==> src/rtl/branch_pkg.sv <==
// Shared encodings for the branch resolve unit: condition codes, BHT
// counter states and the 2-bit saturating counter step.
package branch_pkg;

    typedef enum logic [2:0] {
        COND_BEQ  = 3'd0,
        COND_BNE  = 3'd1,
        COND_BLEZ = 3'd2,
        COND_BGTZ = 3'd3,
        COND_BLTZ = 3'd4,
        COND_BGEZ = 3'd5
    } cond_e;

    localparam logic [1:0] SNT       = 2'b00;
    localparam logic [1:0] WNT       = 2'b01;
    localparam logic [1:0] WT        = 2'b10;
    localparam logic [1:0] ST        = 2'b11;
    localparam logic [1:0] BHT_RESET = WNT;

    // Next counter state after a resolved branch; saturates at SNT and ST.
    function automatic logic [1:0] bht_next(input logic [1:0] state, input logic taken);
        logic [1:0] nxt;
        case (state)
            SNT:     nxt = taken ? WNT : SNT;
            WNT:     nxt = taken ? WT  : SNT;
            WT:      nxt = taken ? ST  : WNT;
            default: nxt = taken ? ST  : WT;
        endcase
        return nxt;
    endfunction

endpackage

==> src/rtl/branch_cond_eval.sv <==
// Combinational compare flags and branch-taken evaluation on forwarded operands.
module branch_cond_eval
    import branch_pkg::*;
#(
    parameter int WIDTH = 32
) (
    input  logic [2:0]       cond_i,
    input  logic [WIDTH-1:0] rs_i,
    input  logic [WIDTH-1:0] rt_i,
    output logic             eq_o,
    output logic             ne_o,
    output logic             zero_o,
    output logic             gtz_o,
    output logic             ltz_o,
    output logic             taken_o,
    output logic             illegal_o
);

    assign zero_o = (rs_i == '0);
    assign ltz_o  = rs_i[WIDTH-1];
    assign gtz_o  = !rs_i[WIDTH-1] && (|rs_i[WIDTH-2:0]);
    assign eq_o   = (rs_i == rt_i);
    assign ne_o   = !eq_o;

    // Select the outcome for the requested condition; codes 6-7 are never taken.
    always_comb begin
        taken_o   = 1'b0;
        illegal_o = 1'b0;
        case (cond_i)
            COND_BEQ:  taken_o = eq_o;
            COND_BNE:  taken_o = ne_o;
            COND_BLEZ: taken_o = zero_o | ltz_o;
            COND_BGTZ: taken_o = gtz_o;
            COND_BLTZ: taken_o = ltz_o;
            COND_BGEZ: taken_o = !ltz_o;
            default:   illegal_o = 1'b1;
        endcase
    end

endmodule

==> src/rtl/branch_resolve_unit.sv <==
// ID-stage branch resolution: registered outcome/flags, 2-bit BHT with
// read-before-write lookup, and saturating branch/mispredict statistics.
module branch_resolve_unit
    import branch_pkg::*;
#(
    parameter int WIDTH = 32,
    parameter int IDX_W = 6,
    parameter int CNT_W = 16
) (
    input  logic             clk,
    input  logic             rst,
    input  logic             stall,
    input  logic             valid_i,
    input  logic [2:0]       cond_i,
    input  logic [WIDTH-1:0] rs_i,
    input  logic [WIDTH-1:0] rt_i,
    input  logic [IDX_W-1:0] res_idx_i,
    input  logic             pred_i,
    input  logic [IDX_W-1:0] lookup_idx_i,
    output logic             lookup_taken_o,
    output logic             valid_o,
    output logic             taken_o,
    output logic             mispredict_o,
    output logic             illegal_o,
    output logic             eq_o,
    output logic             ne_o,
    output logic             zero_o,
    output logic             gtz_o,
    output logic             ltz_o,
    output logic [CNT_W-1:0] branch_cnt_o,
    output logic [CNT_W-1:0] mispred_cnt_o
);

    localparam int         DEPTH   = 2 ** IDX_W;
    localparam logic [CNT_W-1:0] CNT_MAX = '1;

    logic [1:0] bht [DEPTH];

    logic flag_eq, flag_ne, flag_zero, flag_gtz, flag_ltz;
    logic cond_taken, cond_illegal, wrong_pred, enable;

    branch_cond_eval #(.WIDTH(WIDTH)) u_cond_eval (
        .cond_i    (cond_i),
        .rs_i      (rs_i),
        .rt_i      (rt_i),
        .eq_o      (flag_eq),
        .ne_o      (flag_ne),
        .zero_o    (flag_zero),
        .gtz_o     (flag_gtz),
        .ltz_o     (flag_ltz),
        .taken_o   (cond_taken),
        .illegal_o (cond_illegal)
    );

    assign enable         = !stall;
    assign wrong_pred     = (cond_taken != pred_i);
    assign lookup_taken_o = bht[lookup_idx_i][1];

    // Result, flag and statistics registers; flags track rs/rt even without a branch.
    always_ff @(posedge clk) begin
        if (rst) begin
            valid_o       <= 1'b0;
            taken_o       <= 1'b0;
            mispredict_o  <= 1'b0;
            illegal_o     <= 1'b0;
            eq_o          <= 1'b0;
            ne_o          <= 1'b0;
            zero_o        <= 1'b0;
            gtz_o         <= 1'b0;
            ltz_o         <= 1'b0;
            branch_cnt_o  <= '0;
            mispred_cnt_o <= '0;
        end else if (enable) begin
            valid_o      <= valid_i;
            taken_o      <= valid_i & cond_taken;
            mispredict_o <= valid_i & wrong_pred;
            illegal_o    <= valid_i & cond_illegal;
            eq_o         <= flag_eq;
            ne_o         <= flag_ne;
            zero_o       <= flag_zero;
            gtz_o        <= flag_gtz;
            ltz_o        <= flag_ltz;
            if (valid_i) begin
                if (branch_cnt_o != CNT_MAX)
                    branch_cnt_o <= branch_cnt_o + CNT_W'(1);
                if (wrong_pred && (mispred_cnt_o != CNT_MAX))
                    mispred_cnt_o <= mispred_cnt_o + CNT_W'(1);
            end
        end
    end

    // BHT training; illegal conditions leave the table untouched.
    always_ff @(posedge clk) begin
        if (rst) begin
            for (int i = 0; i < DEPTH; i++)
                bht[i] <= BHT_RESET;
        end else if (enable && valid_i && !cond_illegal) begin
            bht[res_idx_i] <= bht_next(bht[res_idx_i], cond_taken);
        end
    end

endmodule
==> config.mk <==
export PLATFORM = sky130hd
export DESIGN_NAME = branch_resolve_unit
export DESIGN_NICKNAME = d
export VERILOG_FILES = /design/src/rtl/branch_pkg.sv /design/src/rtl/branch_cond_eval.sv /design/src/rtl/branch_resolve_unit.sv
export SDC_FILE = /design/constraint.sdc
export NUM_CORES = 1
export LEC_CHECK = 0
export CAP_MARGIN = 20
export CORE_UTILIZATION = 35
export DETAILED_ROUTE_END_ITERATION = 10
export SYNTH_ARGS = -nofsm -noshare
export SYNTH_HDL_FRONTEND = slang
export SYNTH_SLANG_ARGS = --single-unit
export TNS_END_PERCENT = 5
==> constraint.sdc <==
create_clock -name clk -period 3.7 [get_ports clk]
set_input_delay 0.74 -clock clk [delete_from_list [all_inputs] [get_ports clk]]
set_output_delay 0.74 -clock clk [all_outputs]
set_load 0.01 [all_outputs]
==> reports/metrics.yaml <==
max_slew.worst_pin.slew_ns: 0.783
p_seq_frac: 0.446
layout_common_cells: "edfxtp_1, clkdlybuf4s50_1, nand2_1"
post_cts_buffers: 0
dp_slack_ns: -0.498
finalSetupViolations: 0
layout_commonest_cell: "edfxtp_1"
ys_seq_area_frac: 0.503
async_reset_ff_frac: 0
cts_tree: "built"
grt_first_pass_wirelength_mm: 41.9
hpwlAfterDp_mm: 19.4
p_int_mw: 3.53
via_per_inst: 5.64
r2r_slack_ns: 1.06
power_mw: 4.72
r2r_end: "bht[38][0]"
ios: 126
first_iter_violations: 819
critPathLaunchType: "input pin"
die_h_um: 165
syn_nets: 963
clock_path_buffers: 2
drive_above_1_share: 0.173
irDropWorstVdd_mv: 0.304
path_clk_slew_ns: 0.07
io_buffers: 125
antenna_found_initial: 0
cts_buffers: 17
antenna_cells: 0
drc: 0
grt_max_degree: 70
end_kind: "output port"
clk_latency_ns: 0.43
hold_end: "eq_o"
grt_pass1_vias: 7420
placementRows: 59
critical_path_class: "input pin to output port"
r2r_cells: 8
avgSynthCellArea_um2: 10.6
fin_nets: 1111
postRouteAntennaNets: 0
cp_max_fo: 8
min_from: "eq_o"
syn-cell-area_um2: 9270
fillers: 2402
cts-root-buf: "clkbuf_16"
rsz0062_at_grt: "no"
total_leakage_power_nw: 3.95
drt_pass1_iterations: 7
skew_ns: 0.0134
maxSlewViolCount: 0
p_comb_frac: 0.142
synth_edf_count: 128
status: "complete, no violations"
numClockSinks: 169
cp-startpoint: "lookup_idx_i[0]"
area_growth_pct: 29.3
start_util: 0.356
vias: 7743
hold_path_class: "flip-flop to flip-flop"
min_delay_path_depth: 2
critical_path_arrival_ns: 2.84
synthFlopType: "edfxtp_1"
rr_startpoint: "bht[22][1]"
syn_inst: 877
switchingPower_mw: 1.19
period_share: 0.968
max-cap-violations: 0
core-area_um2: 26100
track_usage: 0.206
gp_congestion: 0.934
switching_share: 0.252
hold_violations: 0
ys_ff_latch: 169
slew_headroom: 0.478
fp.dieArea_um2: 27200
yosys_warnings: 0
grt-ovfl-total: 0
clkPwrFrac: 0.412
ys_types: 63
layout_min_cycle_time_ns: 3.58
wl_mm: 27.2
fmax_mhz: 279
required_ns: 2.96
wire_per_inst_um: 19.8
setup_ws_ns: 0.118
power.density_nw_per_um2: 394
h-tree-depth: 4
die_w_um: 165
## power groups by stage
stage          sequential [mW]  clock, mW  combinational [mW]
2_1_floorplan             2.13          0               0.355
3_3_place_gp              2.15          0               0.650
3_5_place_dp              2.15          0               0.656
4_1_cts                   2.10       1.97               0.667
5_1_grt                   2.11       2.05               0.713
6_report                  2.11       1.94               0.668
## metrics by stage
step | TNS, ns | cell area, µm² | util | hold WS, ns | std cells
2_1_floorplan | 0 | 9280 | - | 0.486 | 877
3_3_place_gp | -1.16 | 11300 | 0.433 | 0.451 | 1339
3_5_place_dp | -0.620 | 11300 | 0.433 | 0.459 | 1339
4_1_cts | 0 | 12000 | 0.460 | 0.472 | 1373
5_1_grt | 0 | 12000 | 0.460 | 0.490 | 1373
6_report | 0 | 12000 | 0.460 | 0.468 | 1373
## worst max path at each step
stage,depth (start not counted),to
floorplan,5,lookup_taken_o
global placement,6,lookup_taken_o
detailed placement,6,lookup_taken_o
CTS,6,lookup_taken_o
global route,6,lookup_taken_o
finish,6,lookup_taken_o
## worst max-delay path: stages
cell and delay, ns:
clkdlybuf4s15_2 0.21, bufbuf_16 0.28, mux4_2 0.50, mux4_2 0.47
mux4_2 0.48, clkbuf_2 0.15
## final cells by class
class                      instances  area, µm²  area share
sequential                       169       4660       0.389
multi-input combinational        629       4270       0.356
timing repair buffer             204       1990       0.166
clock buffer                      17        425      0.0355
tap                              335        419      0.0350
clock inverter                    15        209      0.0174
inverter                           4       15.0     0.00125
## state kept, by name, indices dropped and copies added (netlist names)
name,flops
bht,128
gtz_o,1
ltz_o,1
taken_o,1
zero_o,1
branch_cnt_o,16
mispred_cnt_o,16
mispredict_o,1
valid_o,1
illegal_o,1
ne_o,1
eq_o,1
## synth_stat cells (3+ instances only)
library cell | instances | share of area
buf_2 | 22 | 0.012
buf_1 | 5 | 0.0020
mux2_2 | 11 | 0.013
a221oi_1 | 5 | 0.0047
nand3_1 | 45 | 0.024
mux2i_1 | 25 | 0.027
xor2_1 | 9 | 0.0085
nand2b_1 | 4 | 0.0027
a31oi_1 | 4 | 0.0027
nor4_1 | 8 | 0.0054
a21oi_1 | 20 | 0.011
nand2_1 | 116 | 0.047
nor4_2 | 3 | 0.0040
nor2_1 | 87 | 0.035
nor3_1 | 41 | 0.022
buf_4 | 5 | 0.0040
a22oi_1 | 3 | 0.0024
edfxtp_1 | 128 | 0.41
mux4_2 | 37 | 0.090
clkbuf_1 | 42 | 0.017
and3_1 | 8 | 0.0054
nand3b_1 | 3 | 0.0024
o22ai_1 | 10 | 0.0067
or3_1 | 7 | 0.0047
and4_1 | 7 | 0.0066
nand4_1 | 43 | 0.029
or2_2 | 4 | 0.0027
nor2b_1 | 12 | 0.0081
xnor2_1 | 37 | 0.035
a311oi_1 | 3 | 0.0028
o21ai_0 | 42 | 0.023
dfxtp_1 | 41 | 0.089
## metal layers
layer  up-vias  GRT usage  part of all wire
met5         -          0                 0
met4         0     0.0617             0.023
met3        40     0.0525              0.10
met2       414      0.330              0.46
met1      3702      0.272              0.41
li1       3587          -                 -
## logic make-up (layout without fill, tap and decap cells)
group                    Yosys count  count (layout)  share of synthesized area
AND/OR/NAND/NOR                  404             404                      0.213
flip-flops                       169             169                      0.503
AO/OA/AOI/OAI                    102             102                     0.0676
multiplexers                      73              73                      0.130
XOR/XNOR                          46              46                     0.0434
adder cells (fa/ha/maj)            4               4                    0.00486
buffers and inverters             79             240                     0.0378
## what timing repair did
| action | 4_1_cts | 5_1_grt |
|---|---|---|
| hold buffers | 0 | 0 |
| endpoints found under the setup margin | 1 | 1 |
| resized for setup | 6 | 1 |
| pin swaps | 0 | 0 |
| gates cloned | 2 | 0 |
(Power assumes the default switching activity.)
